### config.mk
export PLATFORM = sky130hd
export DESIGN_NAME = igmp_header_assembler
export DESIGN_NICKNAME = d
export VERILOG_FILES = /design/src/rtl/igmp_pkg.sv /design/src/rtl/igmp_csum_accum.sv /design/src/rtl/igmp_header_assembler.sv
export SDC_FILE = /design/constraint.sdc
export NUM_CORES = 1
export LEC_CHECK = 0
export CAP_MARGIN = 40
export CORE_ASPECT_RATIO = 0.7
export CORE_MARGIN = 3
export CORE_UTILIZATION = 48
export CTS_BUF_LIST = sky130_fd_sc_hd__clkbuf_16
export DETAILED_ROUTE_END_ITERATION = 16
export HOLD_SLACK_MARGIN = 0.15
export PLACE_DENSITY = 0.76
export SLEW_MARGIN = 20
export SYNTH_ARGS = -nofsm -noshare
export SYNTH_HDL_FRONTEND = slang
export SYNTH_SLANG_ARGS = --single-unit
### constraint.sdc
create_clock -name clk -period 5.69 [get_ports clk]
set_clock_uncertainty 0.1 [all_clocks]
set_input_delay 1.138 -clock clk [delete_from_list [all_inputs] [get_ports clk]]
set_output_delay 1.138 -clock clk [all_outputs]
set_load 0.03 [all_outputs]
### src/rtl/igmp_pkg.sv
// Shared definitions for the IGMP receive path: header geometry, checksum
// constant and the header assembler state encoding.
package igmp_pkg;

   localparam int unsigned HDR_BYTES = 16;
   localparam int unsigned ACC_W     = 24;
   localparam logic [15:0] CSUM_GOOD = 16'hFFFF;

   typedef enum logic [2:0] {
      IDLE,
      COLLECT,
      DRAIN,
      FINAL,
      HOLD
   } state_e;

endpackage

### src/rtl/igmp_csum_accum.sv
// Byte-serial one's-complement accumulator: pairs even/odd bytes into 16-bit
// words, pads a trailing odd byte with zero and folds the sum to 16 bits.
module igmp_csum_accum
   import igmp_pkg::*;
(
   input  logic        clk,
   input  logic        rst,
   input  logic        clr_i,
   input  logic        byte_vld_i,
   input  logic [7:0]  byte_i,
   output logic [15:0] fold_o
);

   logic [ACC_W-1:0] acc_q, acc_d;
   logic [7:0]       hi_q, hi_d;
   logic             odd_q, odd_d;
   logic [ACC_W:0]   total;
   logic [16:0]      fold1;

   // A clear with a byte present restarts pairing with that byte as index 0.
   always_comb begin
      acc_d = acc_q;
      hi_d  = hi_q;
      odd_d = odd_q;
      if (clr_i) begin
         acc_d = '0;
         hi_d  = '0;
         odd_d = 1'b0;
         if (byte_vld_i) begin
            hi_d  = byte_i;
            odd_d = 1'b1;
         end
      end else if (byte_vld_i) begin
         if (odd_q) begin
            acc_d = acc_q + ACC_W'({hi_q, byte_i});
            odd_d = 1'b0;
         end else begin
            hi_d  = byte_i;
            odd_d = 1'b1;
         end
      end
   end

   always_ff @(posedge clk) begin
      if (rst) begin
         acc_q <= '0;
         hi_q  <= '0;
         odd_q <= 1'b0;
      end else begin
         acc_q <= acc_d;
         hi_q  <= hi_d;
         odd_q <= odd_d;
      end
   end

   // Pending high byte counts as a zero-padded word; two end-around folds suffice.
   always_comb begin
      total  = (ACC_W+1)'(acc_q) + (ACC_W+1)'(odd_q ? {hi_q, 8'h00} : 16'h0000);
      fold1  = {1'b0, total[15:0]} + 17'(total[ACC_W:16]);
      fold_o = fold1[15:0] + 16'(fold1[16]);
   end

endmodule

### src/rtl/igmp_header_assembler.sv
// Packs the first 16 bytes of an IGMP message into four header words and
// reports checksum and length status with a ready/valid header handshake.
module igmp_header_assembler
   import igmp_pkg::*;
#(
   parameter int unsigned MAX_BYTES = 64
) (
   input  logic        clk,
   input  logic        rst,
   input  logic        in_valid,
   input  logic [7:0]  in_data,
   input  logic        in_sop,
   input  logic        in_eop,
   output logic        in_ready,
   output logic [31:0] h1,
   output logic [31:0] h2,
   output logic [31:0] h3,
   output logic [31:0] h4,
   output logic        hdr_valid,
   input  logic        hdr_ready,
   output logic        csum_ok,
   output logic        len_err
);

   localparam int unsigned      CNT_W    = $clog2(MAX_BYTES + 2);
   localparam logic [CNT_W-1:0] CNT_SAT  = CNT_W'(MAX_BYTES + 1);
   localparam logic [CNT_W-1:0] CNT_MAX  = CNT_W'(MAX_BYTES);
   localparam logic [CNT_W-1:0] CNT_HDR  = CNT_W'(HDR_BYTES);
   localparam logic [CNT_W-1:0] CNT_LAST = CNT_W'(HDR_BYTES - 1);

   state_e                     state_q, state_d;
   logic [CNT_W-1:0]           cnt_q, cnt_d;
   logic                       ovf_q, ovf_d;
   logic [8*HDR_BYTES-1:0]     hdr_q, hdr_d;
   logic                       csum_ok_q, csum_ok_d;
   logic                       len_err_q, len_err_d;
   logic                       hdr_valid_q, hdr_valid_d;
   logic                       in_ready_q, in_ready_d;
   logic                       accept;
   logic                       acc_clr;
   logic                       acc_vld;
   logic [6:0]                 bpos;
   logic [15:0]                fold;

   igmp_csum_accum u_csum (
      .clk        (clk),
      .rst        (rst),
      .clr_i      (acc_clr),
      .byte_vld_i (acc_vld),
      .byte_i     (in_data),
      .fold_o     (fold)
   );

   always_comb begin
      state_d   = state_q;
      cnt_d     = cnt_q;
      ovf_d     = ovf_q;
      hdr_d     = hdr_q;
      csum_ok_d = csum_ok_q;
      len_err_d = len_err_q;
      acc_clr   = 1'b0;
      acc_vld   = 1'b0;
      accept    = in_valid && in_ready_q;
      bpos      = {~cnt_q[3:0], 3'b000};
      case (state_q)
         IDLE, COLLECT, DRAIN: begin
            if (accept) begin
               if (in_sop) begin
                  hdr_d                  = '0;
                  hdr_d[8*HDR_BYTES-1 -: 8] = in_data;
                  cnt_d                  = CNT_W'(1);
                  ovf_d                  = 1'b0;
                  acc_clr                = 1'b1;
                  acc_vld                = 1'b1;
                  state_d                = in_eop ? FINAL : COLLECT;
               end else if (state_q != IDLE) begin
                  if (cnt_q < CNT_HDR) hdr_d[bpos +: 8] = in_data;
                  acc_vld = (cnt_q < CNT_MAX);
                  if (cnt_q != CNT_SAT) cnt_d = cnt_q + CNT_W'(1);
                  if (cnt_q >= CNT_MAX) ovf_d = 1'b1;
                  if (in_eop) state_d = FINAL;
                  else if (state_q == COLLECT && cnt_q == CNT_LAST) state_d = DRAIN;
               end
            end
         end
         FINAL: begin
            csum_ok_d = (fold == CSUM_GOOD);
            len_err_d = (cnt_q < CNT_HDR) || ovf_q;
            state_d   = HOLD;
         end
         HOLD: begin
            if (hdr_valid_q && hdr_ready) state_d = IDLE;
         end
         default: state_d = IDLE;
      endcase
      // Valid asserts on the second cycle of HOLD, once the flags are registered.
      hdr_valid_d = (state_q == HOLD) && (state_d == HOLD);
      in_ready_d  = (state_d == IDLE) || (state_d == COLLECT) || (state_d == DRAIN);
   end

   always_ff @(posedge clk) begin
      if (rst) begin
         state_q     <= IDLE;
         cnt_q       <= '0;
         ovf_q       <= 1'b0;
         hdr_q       <= '0;
         csum_ok_q   <= 1'b0;
         len_err_q   <= 1'b0;
         hdr_valid_q <= 1'b0;
         in_ready_q  <= 1'b0;
      end else begin
         state_q     <= state_d;
         cnt_q       <= cnt_d;
         ovf_q       <= ovf_d;
         hdr_q       <= hdr_d;
         csum_ok_q   <= csum_ok_d;
         len_err_q   <= len_err_d;
         hdr_valid_q <= hdr_valid_d;
         in_ready_q  <= in_ready_d;
      end
   end

   assign h1        = hdr_q[127:96];
   assign h2        = hdr_q[95:64];
   assign h3        = hdr_q[63:32];
   assign h4        = hdr_q[31:0];
   assign hdr_valid = hdr_valid_q;
   assign in_ready  = in_ready_q;
   assign csum_ok   = csum_ok_q;
   assign len_err   = len_err_q;

endmodule

# After elaboration in Yosys (flattened, before gate mapping)
# Index checks and enable logic that the tools add are counted.
# totals
regBits,176
output_inout_bits,132
# op_classes
n_shift,2
n_eq_ne,11
bitwise_logic,1
n_reduce_logical,22
addsub,6
n_mux,34
n_lt_le_gt_ge,3
# op_table
op,count
128-bit two-way mux,3
128-bit bitwise mux,1
8-bit by 9-bit variable shift with 128-bit output (first input constant),1
8-bit by 9-bit variable part select with 128-bit output,1
8-bit two-way mux,4
24-bit by 25-bit adder with 25-bit output,1
24-bit by 16-bit adder with 24-bit output,1
7-bit two-way mux,3
3-bit two-way mux,6
16-bit by 9-bit adder with 17-bit output,1
16-bit by 1-bit adder with 16-bit output,1
16-bit equality test (second input constant),1
16-bit two-way mux,1
1-bit two-way mux,14
4-bit AND reduction,3
2-bit nonzero test,5
3-bit by 2-bit equality test with 1-bit output (second input constant),3
7-bit negator with 9-bit output,1
3-bit one-hot mux with 3 select lines,1
7-bit by 1-bit adder with 7-bit output (second input constant),1
7-bit by 4-bit equality test with 1-bit output (second input constant),1
7-bit greater-or-equal comparator (second input constant),1
7-bit by 5-bit less-than comparator with 1-bit output (second input constant),1
7-bit less-than comparator (second input constant),1
other kinds (13),22

# Logic depth before layout (Yosys ltp)
# Gate-level depths: netlist of run 1.
# depth
depth_word,11
mapped_depth,26
depth_no_buf,25

# Cells and area by module
# Synthesis of run 1 repeated with hierarchy kept, for this count alone.
# unflattened
hier_cells,935
area_unflattened_um2,8833.5
# by_module_without_submodules
mod,area_each_um2,n_inst,cells_each
igmp_header_assembler,5365.1,1,489
igmp_csum_accum,3468.3,1,446

# Least setup slack after synthesis of run 1
# Ideal clock, no wire load.
# synth_timing
kind,reg-to-reg
start,register u_csum.odd_q
end,register csum_ok_q (netlist: csum_ok)
stages_incl_launch_ff,27
slack_ps,386
arrival_ps,5120
path_buffers,1
required_ps,5506
path_cell_list,dfxtp_1 -> clkbuf_1 -> and2_1 -> ha_1 -> fa_1 -> a21o_1 -> a21oi_1 -> o21bai_1 -> a21oi_1 -> o21bai_1 -> a21oi_1 -> xnor2_1 -> ha_1 -> fa_1 -> a211oi_4 -> o21ai_2 -> a21oi_1 -> o21ai_1 -> nand4_1 -> nor2_1 -> ha_1 -> ha_1 -> nand2_1 -> nor4_1 -> nand4_1 -> or3_1 -> o31ai_2
# synth_between
elab_chain_len,5
# synth_rtl
item,line,source
start: declaration,igmp_csum_accum.sv:16,"logic odd_q, odd_d;"
start signal: assignment,igmp_csum_accum.sv:48,odd_q <= 1'b0;
start signal: assignment,igmp_csum_accum.sv:52,odd_q <= odd_d;
16-bit two-way mux,igmp_csum_accum.sv:58,"total = (ACC_W+1)'(acc_q) + (ACC_W+1)'(odd_q ? {hi_q, 8'h00} : 16'h0000);"
24-bit by 25-bit adder with 25-bit output,igmp_csum_accum.sv:58,
16-bit by 9-bit adder with 17-bit output,igmp_csum_accum.sv:59,"fold1 = {1'b0, total[15:0]} + 17'(total[ACC_W:16]);"
16-bit by 1-bit adder with 16-bit output,igmp_csum_accum.sv:60,fold_o = fold1[15:0] + 16'(fold1[16]);
16-bit equality test,igmp_header_assembler.sv:87,csum_ok_d = (fold == CSUM_GOOD);
end signal: assignment,igmp_header_assembler.sv:116,csum_ok_q <= csum_ok_d;
end: declaration,igmp_header_assembler.sv:35,"logic csum_ok_q, csum_ok_d;"
# No other way between the ends.
# A chain may end at the register's enable or synchronous reset.

# Worst setup path after layout of run 1
# Ends and elaborated chain as after synthesis.

==> metrics.md, run 1 <==
| Metric | Value |
|---|---|
| Crit. End Element | `register` |
| Post-Synthesis Cells | `978` |
| Combinational group share of total power | `6.0%` |
| Max transition margin | `41.4%` |
| Sw frac | `26.0%` |
| Ant diodes | `0` |
| Number of synthesized flops with an enable pin | `0` |
| Area grow syn2layout | `27.1%` |
| DRT iter0 DRCs | `827` |
| Leakage | `3.97 nW` |
| Dpl cells | `1316` |
| CTS tree | `done` |
| Critical Path End | `csum_ok` |
| Hold slack | `0.389 ns` |
| Worst Max-Slew Pin Slew | `0.872 ns` |
| Final core occ | `64.0%` |
| Most common cell after layout, fill and taps aside | `nor2_1` |
| Placer Congestion | `0.889` |
| R2R Setup Slk | `0.44 ns` |
| Reg2reg start | `u_csum.odd_q` |
| Period minus WS final | `5.25 ns` |
| Max-Cap Viols | `0` |
| Fin crit share | `92.2%` |
| Inserted Clock Buffers | `17` |
| Primary FF master, synth | `dfxtp_1` |
| Antenna violations before repair | `0` |
| Post-synthesis sequential area ratio | `41.7%` |
| Clk pin slew, worst setup/hold paths | `0.07 ns` |
| Clk root buf | `clkbuf_16` |
| I/O pins | `146` |
| Critical path startpoint category | `register` |
| Critical path required time | `5.94 ns` |
| Pin count of the biggest net entering global routing | `81` |
| Initial core utilization | `50.4%` |
| DRT Wirelength | `24900 um` |
| Chip Width | `165 um` |
| Worst R2R End | `csum_ok` |
| Hold Vio Cnt, Final | `0` |
| Placeable core area | `16800 sq um` |
| Die Ht | `117 um` |
| Synth top area share | `41.7%` |
| Slew Limit Fails | `0` |
| Htree depth | `4` |
| Netlist cell types | `71` |
| Clock power share | `45.6%` |
| Non-Filler Instances | `1352` |
| Synth Cell Area | `8450 sq um` |
| Pwr Total | `2.58 mW` |
| Synth Area per Inst | `8.64 sq um` |
| Outcome | `finished, final reports clean` |
| Fmax | `0.191 GHz` |
| Post-DRT Antenna Nets | `0` |
| Setup_tns | `0 ns` |
| Sw Pwr | `0.669 mW` |
| Die ar. | `19300 sq um` |
| Pwr Density | `240 nW/um^2` |
| Yosys warns | `0` |
| Drt drc | `0` |
| Port buffer count | `145` |
| # rows | `39` |
| First-pass GRT wire length | `39100 um` |
| Clk Latency, worst-skew pair | `0.43 ns` |
| Crit path kind | `reg2reg` |
| Top post-synthesis cells by area | `dfxtp_1 42%, a22oi_1 12%, nor2_1 9.2%` |
| Layout cells sized above 1 | `7.45%` |
| Commonest cells after routing, fill and taps aside | `208 x nor2_1, 175 x dfxtp_1, 144 x clkdlybuf4s50_1` |
| Routed wire per std cell | `18.4 um` |
| Yosys top cell by area | `dfxtp_1` |
| Clk sinks | `176` |
| GRT Total Usage | `25.8%` |
| VDD IR max | `0.198 mV` |
| Pre-Repair DR Iteration Count | `7` |
| Seq pwr share | `48.4%` |
| Internal | `1.91 mW` |
| Final nets | `1170` |
| Post-DP HPWL | `17300 um` |
| Number of synthesized register bits | `176` |
| Via Count | `7908` |
| Synthesized Nets | `1034` |
| Hold Path Class | `reg2reg` |
| Worst reg2reg path depth | `25` |
| Worst Path Arrival | `5.50 ns` |
| # setup viols final | `0` |
| Worst Setup SP | `u_csum.odd_q` |
| Vias in the first global route | `7153` |
| Grt ovf | `0` |
| CTS max path bufs | `2` |
| Routed vias/inst | `5.85` |
| Crit path max fanout | `12` |
| Post-synth ARST share | `0%` |
[final cells by class]
| type | instances | area [sq um] |
|---|---|---|
| timing repair buffer | 162 | 1570 |
| sequential | 176 | 3520 |
| clock inverter | 15 | 170 |
| tap | 225 | 282 |
| clock buffer | 17 | 425 |
| inverter | 14 | 52.6 |
| fill | 1479 | 6040 |
| multi-input combinational | 743 | 4720 |
[registers in the layout (all words and copies together) (netlist names)]
name,cells
cnt_q,7
csum_ok,1
hdr_q,128
hdr_valid,1
in_ready,1
len_err,1
ovf_q,1
state_q,3
u_csum.acc_q,24
u_csum.hi_q,8
u_csum.odd_q,1
[cells in the mapped netlist (3+ instances only)]
| cell type | n |
|---|---|
| a21o_1 | 13 |
| o21a_1 | 8 |
| nor4_1 | 3 |
| or4_1 | 5 |
| nor3_1 | 18 |
| or2_2 | 3 |
| mux2i_1 | 9 |
| inv_1 | 14 |
| o21ai_0 | 21 |
| and2_1 | 13 |
| nor2_1 | 208 |
| xnor2_1 | 23 |
| o21bai_1 | 6 |
| nand3_1 | 16 |
| nor2b_1 | 14 |
| o211ai_1 | 6 |
| fa_1 | 3 |
| nand2b_1 | 8 |
| nor3b_1 | 3 |
| a21oi_1 | 47 |
| and3_1 | 4 |
| a211oi_1 | 9 |
| dfxtp_1 | 176 |
| xor2_1 | 14 |
| or3_1 | 4 |
| nand2_1 | 52 |
| ha_1 | 39 |
| o31ai_1 | 3 |
| a22oi_1 | 131 |
| clkbuf_1 | 38 |
| o21ai_1 | 7 |
| nand4_1 | 7 |
| buf_2 | 4 |
[how the worst min path moves through the flow]
stage | start | to | cells after the start
finish | ovf_q | ovf_q | 2
global route | ovf_q | ovf_q | 2
CTS | ovf_q | ovf_q | 2
detailed placement | ovf_q | ovf_q | 2
global placement | ovf_q | ovf_q | 2
floorplan | ovf_q | ovf_q | 2
[power by group through the flow]
stage                     sequential [mW]  clock (mW)  combinational, mW
after floorplan                      1.28           0             0.0923
after detailed placement             1.28           0              0.151
final                                1.25        1.18              0.154
after global placement               1.28           0              0.151
after global routing                 1.25        1.23              0.167
after CTS                            1.25        1.18              0.152
[logic make-up after synthesis]
logic type,Yosys count,synth area share [%]
buf+inv,59,2.72
fa+ha+maj,42,6.48
simple gates,375,20.3
flops,176,41.7
xor+xnor,37,3.83
mux,10,1.20
compound gates,279,23.8
[metrics by stage]
| step | cell area, sq um | worst slack (ns) |
|---|---|---|
| 3_3_place_gp | 10100 | 0.244 |
| 4_1_cts | 10700 | 0.0710 |
| 2_1_floorplan | 8450 | 0.386 |
| 3_5_place_dp | 10100 | 0.0921 |
| 5_1_grt | 10700 | -0.00527 |
| 6_report | 10700 | 0.445 |
[worst max-delay path, cell delays in order, from the launching register on]
cell	delay (ns)
dfxtp_2	0.37
and2_1	0.16
ha_1	0.22
fa_1	0.41
a21o_1	0.18
a21oi_2	0.18
o21bai_1	0.10
a21oi_2	0.19
o21bai_1	0.09
a21oi_2	0.17
xnor2_1	0.08
ha_1	0.23
fa_1	0.45
a211oi_4	0.29
o21ai_2	0.12
a21oi_1	0.19
o21ai_2	0.11
nand4_1	0.09
nor2_1	0.05
ha_1	0.21
ha_1	0.27
nand2_1	0.04
nor4_1	0.18
nand4_1	0.11
or3_1	0.38
o31ai_2	0.16
[timing repair]
item                       in CTS  in global routing
gates resized for setup         0                  8
setup buffers                   0                  2
hold endpoints to repair        0                  0
setup endpoints to repair       0                  1
hold buffers                    0                  0
[per-layer routing]
layer / track usage, % / part of all wire, %
met1: 38.8 / 48
met2: 34.8 / 39
met3: 10.2 / 12
met4: 4.75 / 0.90
met5: 0 / 0
Power figures use the tool's default switching activity.
==> run 2: changes to the inputs <==
--- a/config.mk
+++ b/config.mk
@@ -8,11 +8,10 @@
 export CAP_MARGIN = 40
 export CORE_ASPECT_RATIO = 0.7
 export CORE_MARGIN = 3
-export CORE_UTILIZATION = 48
+export CORE_UTILIZATION = 53
 export CTS_BUF_LIST = sky130_fd_sc_hd__clkbuf_16
 export DETAILED_ROUTE_END_ITERATION = 16
-export HOLD_SLACK_MARGIN = 0.15
-export PLACE_DENSITY = 0.76
+export PLACE_DENSITY = 0.8
 export SLEW_MARGIN = 20
 export SYNTH_ARGS = -nofsm -noshare
 export SYNTH_HDL_FRONTEND = slang
==> constraint.sdc (replaced) <==
create_clock -name clk -period 5.7 [get_ports clk]
set_clock_uncertainty 0.1 [all_clocks]
set_input_delay 1.14 -clock clk [delete_from_list [all_inputs] [get_ports clk]]
set_output_delay 1.14 -clock clk [all_outputs]
set_load 0.03 [all_outputs]
==> metrics.md, run 2 (synthesized netlist as in run 1, its figures left out) <==
| Metric | Value |
|---|---|
| Fmax | `0.184 GHz (was 0.191 GHz)` |
| Chip Width | `157 um (was 165 um)` |
| Clk sinks | `176 (unchanged)` |
| Drt drc | `0 (unchanged)` |
| Ant diodes | `0 (unchanged)` |
| Final core occ | `70.4% (was 64.0%)` |
| Pwr Density | `235 nW/um^2 (was 240 nW/um^2)` |
| Max Used Layer | `met4 (unchanged)` |
| Seq pwr share | `49.7% (was 48.4%)` |
| Largest register FFs | `128 (unchanged)` |
| Routed met3 length | `2890 um (about the same)` |
| Via Count | `7914 (was 7908)` |
| Pwr Total | `2.51 mW (was 2.58 mW)` |
| Pin count of the biggest net entering global routing | `79 (was 81)` |
| Clk Latency, worst-skew pair | `0.42 ns (was 0.43 ns)` |
| Vias in the first global route | `7361 (was 7153)` |
| Design Area, Final | `10700 sq um (about the same)` |
| Die ar. | `17500 sq um (was 19300 sq um)` |
| Layout cells sized above 1 | `7.28% (was 7.45%)` |
| Hold Vio Cnt, Final | `0 (unchanged)` |
| Dpl cells | `1285 (was 1316)` |
| Top delay family on crit path | `compound AO/OA/AOI/OAI gates (was adder cells)` |
| WL met1 | `11700 um (was 12000 um)` |
| CTS max path bufs | `2 (unchanged)` |
| Grt ovf | `0 (unchanged)` |
| Critical-path top delay cell | `fa_1 (unchanged)` |
| Sw Pwr | `0.656 mW (was 0.669 mW)` |
| Dpl ws | `0.0477 ns (was 0.0921 ns)` |
| Non-Filler Instances | `1321 (was 1352)` |
| Post-DRT Antenna Nets | `0 (unchanged)` |
| Commonest cells after routing, fill and taps aside | `208 x nor2_1, 175 x dfxtp_1, 144 x clkdlybuf4s50_1 (unchanged)` |
| Slew Limit Fails | `0 (unchanged)` |
| Placer Congestion | `0.918 (was 0.889)` |
| Worst Max-Slew Pin Slew | `0.824 ns (was 0.872 ns)` |
| # rows | `37 (was 39)` |
| Period minus WS final | `5.43 ns (was 5.25 ns)` |
| Leading registers by flop count | `hdr_q x128, u_csum.acc_q x24, u_csum.hi_q x8 (unchanged)` |
| Hold Path Class | `reg2reg (unchanged)` |
| First-pass GRT wire length | `40200 um (was 39100 um)` |
| Post-DP HPWL | `17100 um (was 17300 um)` |
| Clock power share | `44.2% (was 45.6%)` |
| I/O pins | `146 (unchanged)` |
| Crit path max fanout | `12 (unchanged)` |
| Most common cell after layout, fill and taps aside | `nor2_1 (unchanged)` |
| Die Ht | `112 um (was 117 um)` |
| Combinational group share of total power | `6.1% (was 6.0%)` |
| Inserted Clock Buffers | `17 (unchanged)` |
| Outcome | `finished, final reports clean (unchanged)` |
| Largest reg by FF count | `hdr_q (unchanged)` |
| Final nets | `1169 (was 1170)` |
| DRT Wirelength | `24900 um (about the same)` |
| Crit path kind | `reg2reg (unchanged)` |
| Antenna violations before repair | `0 (unchanged)` |
| Hold slack | `0.374 ns (was 0.389 ns)` |
| Sw frac | `26.1% (was 26.0%)` |
| Initial core utilization | `55.8% (was 50.4%)` |
| GRT Total Usage | `28.6% (was 25.8%)` |
| Placeable core area | `15100 sq um (was 16800 sq um)` |
| Most used cell, CP | `ha_1 (unchanged)` |
| Critical path startpoint category | `register (unchanged)` |
| Worst Path Arrival | `5.67 ns (was 5.50 ns)` |
| Final worst slack | `0.266 ns (was 0.445 ns)` |
| Pre-Repair DR Iteration Count | `6 (was 7)` |
| Internal | `1.85 mW (was 1.91 mW)` |
| CP max stage delay | `0.45 ns (about the same)` |
| CTS tree | `done (unchanged)` |
| DRT iter0 DRCs | `941 (was 827)` |
| Fin crit share | `95.3% (was 92.2%)` |
| Metal2 WL | `10000 um (was 9790 um)` |
| Max transition margin | `44.7% (was 41.4%)` |
| VDD IR max | `0.239 mV (was 0.198 mV)` |
| Clk root buf | `clkbuf_16 (unchanged)` |
| Crit. End Element | `register (unchanged)` |
| Routed vias/inst | `5.99 (was 5.85)` |
| Worst Path Buf+Inv | `0 (unchanged)` |
| Critical path required time | `5.94 ns (about the same)` |
| Port buffer count | `145 (unchanged)` |
| Area post-placement | `10100 sq um (about the same)` |
| Area grow syn2layout | `26.1% (was 27.1%)` |
| Clk pin slew, worst setup/hold paths | `0.07 ns (about the same)` |
| # setup viols final | `0 (unchanged)` |
| Setup_tns | `0 ns (unchanged)` |
| Htree depth | `4 (unchanged)` |
| Max-Cap Viols | `0 (unchanged)` |
| Routed wire per std cell | `18.8 um (was 18.4 um)` |
| Leakage | `3.94 nW (was 3.97 nW)` |
==> run 2: metal layers <==
| metal | vias up | global-route usage (%) |
|---|---|---|
| li1 | 3816 | - |
| met1 | 3717 | 43.9 |
| met2 | 364 | 38.0 |
| met3 | 17 | 10.5 |
| met4 | 0 | 5.54 |
| met5 | - | 0 |
==> run 2: worst paths after layout <==
kind           startpoint      end  slack [ns]  cells past startpoint
max reg2reg  u_csum.odd_q  csum_ok        0.27                     25
min reg2reg         ovf_q    ovf_q        0.37                      2
min                 ovf_q    ovf_q        0.37                      2
max          u_csum.odd_q  csum_ok        0.27                     25
==> run 2: final cells by class <==
cell class	count	area [sq um]
multi-input combinational	743	4720
fill	1168	4480
sequential	176	3520
timing repair buffer	161	1560
clock buffer	17	425
tap	195	244
clock inverter	15	128
inverter	14	52.6
==> run 2: what timing repair did <==
item | 4_1_cts | 5_1_grt
setup buffers | 0 | 1
resized for setup | 0 | 7
hold buffers | 0 | 0
setup endpoints to repair | 1 | 1
pin swaps | 1 | 1
==> run 2: power groups by stage <==
stage | Sequential, mW | Clock, mW | Combinational, mW
2_1_floorplan | 1.27 | 0 | 0.0921
3_3_place_gp | 1.27 | 0 | 0.148
3_5_place_dp | 1.27 | 0 | 0.150
4_1_cts | 1.25 | 1.12 | 0.151
5_1_grt | 1.25 | 1.18 | 0.166
6_report | 1.25 | 1.11 | 0.153
==> run 2: worst min-delay path: stages, from the launching register on <==
cell     delay (ns)
dfxtp_1        0.33
a21oi_1        0.04
nor2_1         0.07
==> run 3: changes to the inputs <==
--- a/config.mk
+++ b/config.mk
@@ -12,7 +12,7 @@
 export CTS_BUF_LIST = sky130_fd_sc_hd__clkbuf_16
 export DETAILED_ROUTE_END_ITERATION = 16
 export PLACE_DENSITY = 0.8
-export SLEW_MARGIN = 20
 export SYNTH_ARGS = -nofsm -noshare
 export SYNTH_HDL_FRONTEND = slang
 export SYNTH_SLANG_ARGS = --single-unit
+export TNS_END_PERCENT = 100
==> metrics.md, run 3 (synthesized netlist as in run 1, its figures left out) <==
| Metric | Value |
|---|---|
| Outcome | `finished, final reports clean (unchanged)` |
| Routed wire per std cell | `18.8 um (about the same)` |
| Design Area, Final | `10600 sq um (was 10700 sq um)` |
| Internal | `1.85 mW (about the same)` |
| Pwr Density | `236 nW/um^2 (was 235 nW/um^2)` |
| Sw Pwr | `0.656 mW (about the same)` |
| Leakage | `3.93 nW (was 3.94 nW)` |
| I/O pins | `146 (unchanged)` |
| Worst Max-Slew Pin Slew | `0.951 ns (was 0.824 ns)` |
| Hold Path Class | `reg2reg (unchanged)` |
| DRT Wirelength | `24800 um (was 24900 um)` |
| Inserted Clock Buffers | `17 (unchanged)` |
| Post-DRT Antenna Nets | `0 (unchanged)` |
| Slew Limit Fails | `0 (unchanged)` |
| Clk pin slew, worst setup/hold paths | `0.07 ns (about the same)` |
| Largest register FFs | `128 (unchanged)` |
| Combinational group share of total power | `6.1% (about the same)` |
| Area post-placement | `10100 sq um (unchanged)` |
| Via Count | `7941 (was 7914)` |
| Placeable core area | `15100 sq um (unchanged)` |
| First-pass GRT wire length | `40200 um (unchanged)` |
| Max transition margin | `36.1% (was 44.7%)` |
| Die Ht | `112 um (unchanged)` |
| Post-DP HPWL | `17100 um (unchanged)` |
| Worst hold start | `ovf_q (unchanged)` |
| Period minus WS final | `5.42 ns (was 5.43 ns)` |
| Grt ovf | `0 (unchanged)` |
| CTS max path bufs | `2 (unchanged)` |
| # rows | `37 (unchanged)` |
| Sw frac | `26.1% (about the same)` |
| Worst Path Arrival | `5.66 ns (was 5.67 ns)` |
| CTS tree | `done (unchanged)` |
| Placer Congestion | `0.918 (unchanged)` |
| Antenna violations before repair | `0 (unchanged)` |
| VDD IR max | `0.238 mV (was 0.239 mV)` |
| Routed vias/inst | `6.02 (was 5.99)` |
| DRT iter0 DRCs | `927 (was 941)` |
| Commonest cells after routing, fill and taps aside | `208 x nor2_1, 175 x dfxtp_1, 144 x clkdlybuf4s50_1 (unchanged)` |
| Clk root buf | `clkbuf_16 (unchanged)` |
| Pre-Repair DR Iteration Count | `6 (unchanged)` |
| Layout cells sized above 1 | `7.12% (was 7.28%)` |
| Area grow syn2layout | `25.9% (was 26.1%)` |
| Hold Vio Cnt, Final | `0 (unchanged)` |
| Clk Latency, worst-skew pair | `0.42 ns (about the same)` |
| Fin crit share | `95.1% (was 95.3%)` |
| Seq pwr share | `49.7% (about the same)` |
| Reg2reg start | `u_csum.odd_q (unchanged)` |
| Htree depth | `4 (unchanged)` |
| Ant diodes | `0 (unchanged)` |
| Dpl ws | `0.0477 ns (unchanged)` |
| Final worst slack | `0.280 ns (was 0.266 ns)` |
| Final nets | `1167 (was 1169)` |
| Crit path kind | `reg2reg (unchanged)` |
| Critical path required time | `5.94 ns (about the same)` |
| Critical path startpoint category | `register (unchanged)` |
| Worst Setup SP | `u_csum.odd_q (unchanged)` |
| Most common cell after layout, fill and taps aside | `nor2_1 (unchanged)` |
| Pin count of the biggest net entering global routing | `79 (unchanged)` |
| Die ar. | `17500 sq um (unchanged)` |
| Initial core utilization | `55.8% (unchanged)` |
| # setup viols final | `0 (unchanged)` |
| Max-Cap Viols | `0 (unchanged)` |
| Largest reg by FF count | `hdr_q (unchanged)` |
| Leading registers by flop count | `hdr_q x128, u_csum.acc_q x24, u_csum.hi_q x8 (unchanged)` |
| Crit path max fanout | `12 (unchanged)` |
| Fmax | `0.184 GHz (about the same)` |
| Clk sinks | `176 (unchanged)` |
| GRT Total Usage | `28.6% (unchanged)` |
| Drt drc | `0 (unchanged)` |
| Chip Width | `157 um (unchanged)` |
| Crit. End Element | `register (unchanged)` |
| Clock power share | `44.2% (about the same)` |
| Vias in the first global route | `7361 (unchanged)` |
| Port buffer count | `145 (unchanged)` |
## run 3: worst paths after layout
| path | to | slack (ns) | depth (start not counted) |
|---|---|---|---|
| setup / recovery | csum_ok | 0.28 | 25 |
| hold / removal | ovf_q | 0.37 | 2 |
| setup reg to reg | csum_ok | 0.28 | 25 |
| hold reg to reg | ovf_q | 0.37 | 2 |
## run 3: repair_timing
item / 4_1_cts / 5_1_grt
setup buffers: 0 / 1
pin swaps: 1 / 1
hold buffers: 0 / 0
gates cloned: 0 / 0
endpoints found under the setup margin: 1 / 1
resized for setup: 0 / 7
## run 3: metrics by stage
stage	cells	util, %	total power, mW	hold WS, ns	setup TNS, ns
after global routing	1319	70.3	2.59	0.422	-0.0801
after CTS	1317	70.1	2.52	0.377	0
final	1319	70.3	2.51	0.372	0
after floorplan	978	-	1.37	0.337	0
after detailed placement	1285	66.5	1.42	0.356	0
after global placement	1285	66.5	1.42	0.358	0
## run 3: critical path: stages, from the launching register on
cell and delay, ns:
dfxtp_2 0.38, and2_1 0.16, ha_1 0.22, fa_1 0.43, a21o_1 0.20, a21oi_2 0.18
o21bai_1 0.09, a21oi_2 0.19, o21bai_1 0.10, a21oi_2 0.18, xnor2_1 0.08, ha_1 0.22
fa_1 0.45, a211oi_4 0.33, o21ai_2 0.13, a21oi_1 0.21, o21ai_2 0.14, nand4_1 0.09
nor2_1 0.05, ha_1 0.21, ha_1 0.27, nand2_1 0.05, nor4_1 0.20, nand4_1 0.11
or3_1 0.38, o31ai_2 0.18
## run 3: power by group through the flow
stage / Combinational [mW] / Clock, mW / Sequential [mW]
CTS: 0.151 / 1.12 / 1.25
floorplan: 0.0921 / 0 / 1.27
global route: 0.166 / 1.18 / 1.25
finish: 0.154 / 1.11 / 1.25
detailed placement: 0.150 / 0 / 1.27
global placement: 0.148 / 0 / 1.27
## run 3: cell type report
| cell class | instances | area (sq um) |
|---|---|---|
| tap | 195 | 244 |
| fill | 1169 | 4490 |
| sequential | 176 | 3520 |
| clock inverter | 15 | 128 |
| clock buffer | 17 | 425 |
| timing repair buffer | 159 | 1550 |
| inverter | 14 | 52.6 |
| multi-input combinational | 743 | 4720 |
## run 3: routing by layer
layer | global-route usage (%) | wire length (um) | vias to the layer above
met3 | 10.5 | 2870 | 14
met1 | 43.9 | 11800 | 3752
li1 | - | - | 3808
met5 | 0 | 0 | -
met4 | 5.54 | 195 | 0
met2 | 38.0 | 9950 | 367
